File: src/rtl/carry_lookahead_adder_4bits.sv
// carry_lookahead_adder_4bits
// Registered 4-bit carry-lookahead adder. Every carry is a flat
// sum-of-products of the bit generate/propagate terms and Cin, so there
// is no ripple chain. Results are registered, with a one-cycle valid
// pipeline.
//
// Optional build macro: CLA_GROUP_PG_EN
//   defined   : registered group propagate/generate (Pg/Gg) for a
//               second-level lookahead unit
//   undefined : Pg/Gg stay as ports, tied to 0, and have no registers
//
// Ports:
//   clk        rising-edge clock
//   rst_n      asynchronous active-low reset
//   A, B       4-bit operands (unsigned or two's complement)
//   Cin        carry-in
//   in_valid   operands valid this cycle
//   C          registered sum
//   Cout       registered carry-out of bit 3
//   Ovf        registered signed overflow
//   out_valid  C/Cout/Ovf hold a new result
//   Pg, Gg     registered group propagate / generate (independent of Cin)
module carry_lookahead_adder_4bits (
  input  logic       clk,
  input  logic       rst_n,
  input  logic [3:0] A,
  input  logic [3:0] B,
  input  logic       Cin,
  input  logic       in_valid,
  output logic [3:0] C,
  output logic       Cout,
  output logic       Ovf,
  output logic       out_valid,
  output logic       Pg,
  output logic       Gg
);

  logic [3:0] g;
  logic [3:0] p;
  logic [4:0] c;
  logic [3:0] sum;

  always_comb begin
    g = A & B;
    p = A ^ B;

    // Two-level carries: every c[i] is built from g/p and Cin only.
    c[0] = Cin;
    c[1] = g[0] | (p[0] & Cin);
    c[2] = g[1] | (p[1] & g[0]) | (p[1] & p[0] & Cin);
    c[3] = g[2] | (p[2] & g[1]) | (p[2] & p[1] & g[0])
         | (p[2] & p[1] & p[0] & Cin);
    c[4] = g[3] | (p[3] & g[2]) | (p[3] & p[2] & g[1])
         | (p[3] & p[2] & p[1] & g[0]) | (p[3] & p[2] & p[1] & p[0] & Cin);

    sum = p ^ c[3:0];
  end

  always_ff @(posedge clk or negedge rst_n) begin
    if (!rst_n) begin
      C         <= '0;
      Cout      <= 1'b0;
      Ovf       <= 1'b0;
      out_valid <= 1'b0;
    end else begin
      out_valid <= in_valid;
      if (in_valid) begin
        C    <= sum;
        Cout <= c[4];
        Ovf  <= c[4] ^ c[3];
      end
    end
  end

`ifdef CLA_GROUP_PG_EN
  logic pg_grp;
  logic gg_grp;

  always_comb begin
    pg_grp = &p;
    gg_grp = g[3] | (p[3] & g[2]) | (p[3] & p[2] & g[1])
           | (p[3] & p[2] & p[1] & g[0]);
  end

  always_ff @(posedge clk or negedge rst_n) begin
    if (!rst_n) begin
      Pg <= 1'b0;
      Gg <= 1'b0;
    end else if (in_valid) begin
      Pg <= pg_grp;
      Gg <= gg_grp;
    end
  end
`else
  assign Pg = 1'b0;
  assign Gg = 1'b0;
`endif

endmodule

File: config.mk
export PLATFORM = sky130hd
export DESIGN_NAME = carry_lookahead_adder_4bits
export DESIGN_NICKNAME = d
export VERILOG_FILES = /design/src/rtl/carry_lookahead_adder_4bits.sv
export SDC_FILE = /design/constraint.sdc
export NUM_CORES = 1
export LEC_CHECK = 0
export BUFFER_PORTS_ARGS = -buffer_cell sky130_fd_sc_hd__clkbuf_2
export CORE_AREA = 5 5 42 44
export DETAILED_ROUTE_END_ITERATION = 10
export DIE_AREA = 0 0 47 49
export SETUP_SLACK_MARGIN = 0.02
export SYNTH_ARGS = -nofsm -noshare
export SYNTH_HDL_FRONTEND = slang
export SYNTH_SLANG_ARGS = --single-unit
File: constraint.sdc
create_clock -name clk -period 0.97 [get_ports clk]
set_input_delay 0.1455 -clock clk [delete_from_list [all_inputs] [get_ports clk]]
set_output_delay 0.1455 -clock clk [all_outputs]
set_load 0.005 [all_outputs]
### Word-level counts from Yosys, hierarchy flattened

Cells that the tools add are included.
W data, S select, Z words.

| word-level totals | value |
|---|---|
| register bits | 7 |
| input bits | 12 |
| output and inout bits | 9 |
| word-level logic and storage cells | 34 |

| cells by class | value |
|---|---|
| bitwise logic cells | 30 |

Operators by type and width:

| kind | number |
|---|---|
| $and A1 B1 Y1 | 16 |
| $or A1 B1 Y1 | 10 |
| $xor A4 B4 Y4 | 2 |
| $and A4 B4 Y4 | 1 |
| $xor A1 B1 Y1 | 1 |

### Depth between registers and ports, before layout

Gate-level depths: netlist of the first run.

| depth | value |
|---|---|
| word-level depth | 7 |
| gate-level depth with buffers | 4 |
| depth with buffers taken out | 4 |

### Least setup slack after synthesis of the first run

Ideal clock, no wire load.

| timing | value |
|---|---|
| path type | in2reg |
| start point | in A[0] |
| end point | reg C[1] |
| library setup time | 0.125 ns |
| arrival | 0.972 ns |
| required time | 0.845 ns |
| path slack | -0.127 ns |
| cell stages on the path | 4 |
| buffers on the path | 0 |
| cells stage by stage | inv_1 fa_1 xnor2_1 mux2_2 |

| between the ends | value |
|---|---|
| word-level cells in the longest chain between the ends | 4 |
| elaborated cells on any way between the ends | 5 |
| those cells by class | 5 x bitwise |

Ends and longest elaborated chain:

| item | line | text |
|---|---|---|
| from (decl) | 26 | `input logic [3:0] A,` |
| $xor A4 B4 Y4 | 45 | `p = A ^ B;` |
| $and A1 B1 Y1 | 49 | `c[1] = g[0] \| (p[0] & Cin);` |
| $or A1 B1 Y1 (*) | 49 |  |
| $xor A4 B4 Y4 (*) | 56 | `sum = p ^ c[3:0];` |
| to (signal assigned) | 68 | `C <= sum;` |
| to (decl) | 30 | `output logic [3:0] C,` |

Every way passes the cells marked *; elsewhere a longest branch is shown, timed or not.
A chain may end at the register's enable or synchronous reset.

### Final worst setup path of the first run

| timing | value |
|---|---|
| start point | in Cin |
| end point | reg C[1] |

| between the ends | value |
|---|---|
| word-level cells in the longest chain between the ends | 3 |

Ends and longest elaborated chain:

| item | line | text |
|---|---|---|
| from (decl) | 28 | `input logic Cin,` |
| $and A1 B1 Y1 | 49 |  |
| $or A1 B1 Y1 | 49 |  |
| $xor A4 B4 Y4 | 56 |  |

Every way passes these cells.

==> results by group, run 1 <==
STA
  – Setup-failing EPs final: 0
  – RSZ-0062 raised after global routing: no
  – Clk_skew: 0 ns
  – FMAX: 1060 MHz
  – Setup WS post-layout: approximately 0.027 ns
  – Post-layout min period: 0.943 ns
  – Hold slack: 0.237 ns
  – Period utilisation layout: 97.2%
  – Slew Viols, Final: 0
  – Setup TNS: 0 ns
  – Final Hold Fails: 0

Critical path
  – Crit path buf inv count: 2
  – Family with the most delay on the worst path: adder cells
  – R2R Setup Slk: 0.11 ns
  – CP max stage delay: 0.37 ns
  – FF-to-FF Start: Ovf
  – Crit path from: Cin
  – Slowest cell on crit path: fa_2
  – Crit start category: input pin
  – Critical Path Sink: C[1]
  – Worst R2R Path Depth: 3
  – CP Depth: 5
  – Worst setup EP type: flip-flop
  – RR Endpoint: Ovf
  – CP required: between 1 and 1.5 ns
  – Critical path class: input pin to flip-flop
  – Worst Path Max Fanout: 2
  – Crit path DAT: 1.07 ns
  – Critical-path cell list: clkbuf_4 -> inv_8 -> fa_2 -> xnor2_1 -> mux2_4

CTS
  – Clk slew on worst S/H paths: 0.05 ns
  – CTS tree: built
  – CTS Sinks: 7
  – CTS max path bufs: 2
  – Root Driver: clkbuf_4
  – Post-CTS Setup Inserts: 0
  – Clock H-tree levels: 1
  – TritonCTS Buffers: 3
  – Clk_lat worst skew: roughly 0.24 ns

Global routing
  – Largest net degree at the start of global routing: 16
  – Vias in the first global route: 421
  – GRT Residual Overflow: 0
  – Initial antenna violation count: 0
  – GRT Total Usage: 10.6%
  – First-pass GRT wire length: 1.86 mm

Drt
  – Via Count: 410
  – Drt initial violations: 5
  – DRC: 0
  – Vias/cell: about 4.8
  – Final wirelength: 1.02 mm
  – DRT antenna net count: 0
  – Drt first pass iters: 3
  – Drt wl/cell: 11.8 um

Floorplan
  – Area of the core region: roughly 1400 um^2
  – FP Rows: 14
  – Die area: 2300 um^2
  – Die span in y: a little under 50 um
  – DIE WIDTH: 47 um
  – I/O pin total: 21
  – Starting Density: 34.4%

Hold path
  – Type of the worst min-delay path: input pin to flip-flop

Pwr
  – Leak Pwr: 0.330 nW
  – Peak VDD IR: 492 uV
  – P per Cell Area: between 1000 and 1500 nW/um^2
  – Final total power: 928 uW

Synth
  – Synth area leaders: dfrtp_1 (36%), ha_1 (10%), buf_4 (4.7%)
  – FF+latch count, synth: 7
  – Largest area contributor in the netlist: dfrtp_1
  – Ys Warns: 0
  – Mapped Avg Cell Area: 10.0 um^2
  – Sequential fraction of the synthesis area: 36.4%
  – Yosys cell types: 28
  – Mapped Area: 482 um^2
  – Area fraction of the dominant cell type after synthesis: 36.4%
  – Syn Inst Count: 48

Final layout
  – Diode count: 0
  – Layout area overhead: 41.3%
  – Post-layout util: 48.6%
  – Final net count: 88
  – Share of cells above drive strength 1: approximately 44%

Placed design
  – PortBufs: 18
  – Hpwl dp: roughly 800 um
  – GP Congestion: 0.776
  – Pre-CTS setup slack: -0.236 ns

Run
  – Max cap viols: 0

Outcome
  – Status: finished clean
[cells by family after synthesis]
logic type | share of synthesized area [%]
multiplexers | 6.49
XOR/XNOR | 1.82
adder cells (fa/ha/maj) | 14.5
flip-flops | 36.4
AND/OR/NAND/NOR | 11.2
other | 0.778
buffers and inverters | 9.35
AO/OA/AOI/OAI | 19.5
[cell type report]
cell class / instances / area [um^2]
Sequential cell: 7 / 175
Clock buffer: 4 / 26.3
Fill cell: 148 / 721
Tap cell: 16 / 20.0
Inverter: 6 / 30.0
Timing Repair Buffer: 20 / 116
Multi-Input combinational cell: 33 / 313
[layout by cell type, fill, tap and decap left out, types with 2 or more instances in the layout]
master / instances
conb_1: 2
inv_1: 4
ha_4: 2
ha_1: 2
o21ai_1: 3
o2111ai_1: 2
nand4_1: 2
mux2i_1: 2
dfrtp_1: 7
clkbuf_2: 16
clkbuf_4: 4
[where the power goes]
| part | internal (mW) | leakage (nW) | switching [mW] |
|---|---|---|---|
| combinational | 0.162 | 0.231 | 0.144 |
| sequential | 0.339 | 0.0842 | 0.0259 |
| clock | 0.157 | 0.0150 | 0.101 |
| total | 0.658 | 0.330 | 0.270 |
[per-layer routing]
metal | GRT usage [%] | part of all wire, % | vias up
li1 | - | - | 213
met3 | 0 | 2.7 | 0
met5 | 0 | 0 | -
met1 | 15.2 | 46 | 190
met4 | 6.91 | 0 | 0
met2 | 15.2 | 52 | 7
[synth_stat cells (all sizes together)]
cell and number:
dfrtp 7, inv 6, ha 4, buf 3
o21ai 3, a211oi 2, mux2i 2, nand4 2
o2111ai 2, a211o 1, a21o 1, a21oi 1
a31oi 1, conb 1, fa 1, mux2 1
nand2 1, nand2b 1, nand3 1, nand3b 1
nand4b 1, nor2 1, nor2b 1, o21a 1
o22ai 1, xnor2 1
[how the worst min path moves through the flow]
stage	startpoint	end	slack, ns	depth (start not counted)
detailed placement	rst_n	out_valid	-0.009	1
finish	in_valid	out_valid	0.24	1
CTS	in_valid	out_valid	0.23	1
global placement	rst_n	out_valid	-0.01	1
floorplan	rst_n	C[0]	-0.15	0
global route	in_valid	out_valid	0.26	1
[metrics by stage]
| step | std cells | instance area, um^2 |
|---|---|---|
| floorplan | 49 | 524 |
| global placement | 81 | 619 |
| detailed placement | 81 | 619 |
| CTS | 86 | 658 |
| global route | 86 | 681 |
| finish | 86 | 681 |
[flip-flops by register name (all words and copies together) (netlist names)]
signal     cells
C              4
Cout           1
out_valid      1
Ovf            1
[what timing repair did]
| item | CTS | global route |
|---|---|---|
| setup endpoints to repair | 1 | 2 |
| hold buffers | 1 | 0 |
| pin swaps | 0 | 1 |
| gates resized for setup | 1 | 7 |
| endpoints found under the hold margin | 7 | 0 |
(Power assumes the default switching activity.)
==> inputs of run 2 (changes only) <==
CTS_BUF_LIST = sky130_fd_sc_hd__clkbuf_4   (was default)
==> results by group, run 2 (synthesized netlist as in run 1, its figures left out) <==
Critical path
  – Crit start category: input pin
  – R2R Setup Slk: ~0.11 ns
  – Worst R2R Path Depth: 3
  – Critical Path Sink: C[1]
  – Critical path class: input pin to flip-flop
  – CP required: approximately 1.1 ns
  – Worst setup EP type: flip-flop
  – FF-to-FF Start: Ovf
  – Crit path DAT: approximately 1.1 ns
  – Crit path from: Cin
  – Worst Path Max Fanout: 2
  – RR Endpoint: Ovf

CTS
  – CTS Sinks: 7
  – Clock H-tree levels: 1
  – Root Driver: clkbuf_4
  – Clk slew on worst S/H paths: 0.05 ns
  – Post-CTS Setup Inserts: 0
  – CTS max path bufs: 2
  – CTS tree: built
  – TritonCTS Buffers: 3
  – Clk_lat worst skew: 0.24 ns

STA
  – Post-layout min period: about 0.94 ns
  – Final Hold Fails: 0
  – Clk_skew: 0 ns
  – Setup TNS: 0 ns
  – Hold slack: 0.236 ns
  – FMAX: about 1100 MHz
  – RSZ-0062 raised after global routing: no
  – Setup-failing EPs final: 0
  – Period utilisation layout: 97.2%
  – Setup WS post-layout: 0.0275 ns
  – Slew Viols, Final: 0

Drt
  – Vias/cell: between 4 and 5
  – Drt first pass iters: 3
  – Drt initial violations: 5
  – Drt wl/cell: about 12 um
  – DRC: 0
  – Via Count: around 400
  – DRT antenna net count: 0
  – Final wirelength: between 1 and 1.5 mm

Hold path
  – Type of the worst min-delay path: input pin to flip-flop

Floorplan
  – FP Rows: 14
  – I/O pin total: 21
  – Starting Density: 34.4%
  – Area of the core region: 1400 um^2
  – DIE WIDTH: around 47 um
  – Die area: 2300 um^2
  – Die span in y: roughly 49 um

Final layout
  – Share of cells above drive strength 1: between 40% and 50%
  – Final Instance Count excl. Fillers: 86
  – Area of the multi-input gates: about 310 um^2
  – Final net count: 88
  – Most flops, register: C
  – Max reg flops: 4
  – Register area: 175 um^2
  – Post-route cell area: 684 um^2
  – Diode count: 0
  – Filler cell count: between 100 and 150
  – Layout area overhead: 42.1%
  – Leading cell type in the layout, fill and taps excluded: clkbuf_2
  – Most frequent cells in the layout: clkbuf_2 (16), dfrtp_1 (7), clkbuf_4 (5)
  – Post-layout util: 48.8%

Global routing
  – Initial antenna violation count: 0
  – Vias in the first global route: 420
  – GRT Total Usage: a little over a tenth
  – GRT Residual Overflow: 0
  – Largest net degree at the start of global routing: 16
  – First-pass GRT wire length: 1.87 mm

Pwr
  – Power share of the sequential group: 38.2%
  – Final total power: 956 uW
  – Leak Pwr: 0.334 nW
  – Peak VDD IR: 491 uV
  – Net Sw Frac: 28.3%
  – P per Cell Area: between 1000 and 1500 nW/um^2
  – Clock Power Share: 29.8%
  – NetSw: 270 uW
  – Logic pwr share: a little under a third
  – Int Pwr: 686 uW

Outcome
  – Status: finished clean

Run
  – Max cap viols: 0

Placed design
  – Pre-CTS setup slack: -0.236 ns
  – Hpwl dp: 821 um
  – DP Area: 619 um^2
  – Placed cells: 81
  – GP Congestion: 0.776
  – PortBufs: 18
==> run 2: cell count changes in the layout (fill, tap and decap cells not counted) <==
cell | previous run | this run
clkbuf_1 | 1 | 0
clkbuf_4 | 4 | 5
==> run 2: area by class of cell <==
cell class	instances	area share (%)
multi-input cells	33	45.7
flip-flops and latches	7	25.6
repair buffers	20	17.0
clock buffers	4	4.39
inverters	6	4.39
well taps	16	2.93
==> run 2: critical path: stages <==
cell      delay (ns)
clkbuf_4        0.14
inv_8           0.03
fa_2            0.37
xnor2_1         0.13
mux2_4          0.25
==> run 2: how the worst min path moves through the flow <==
stage	start	endpoint	depth (start not counted)	slack, ns
after detailed placement	rst_n	out_valid	1	-0.009
after global routing	in_valid	out_valid	1	0.25
after floorplan	rst_n	C[0]	0	-0.15
after CTS	in_valid	out_valid	1	0.22
after global placement	rst_n	out_valid	1	-0.01
final	in_valid	out_valid	1	0.24
==> run 2: what timing repair did <==
item,in CTS,in global routing
setup endpoints to repair,1,2
hold buffers,1,0
resized for setup,1,7
pin swaps,0,1
endpoints found under the hold margin,7,0
==> run 2: power by group through the flow <==
stage | registers, mW | clock network, mW | logic (mW)
finish | 0.365 | 0.285 | 0.305
floorplan | 0.371 | 0 | 0.168
global placement | 0.368 | 0 | 0.281
global route | 0.373 | 0.322 | 0.346
CTS | 0.366 | 0.296 | 0.291
detailed placement | 0.369 | 0 | 0.284
==> run 2: routing by layer <==
metal	routed length [um]	global-route usage, %
met3	27	0
met4	0	6.91
met1	457	15.5
met5	0	0
met2	529	15.2
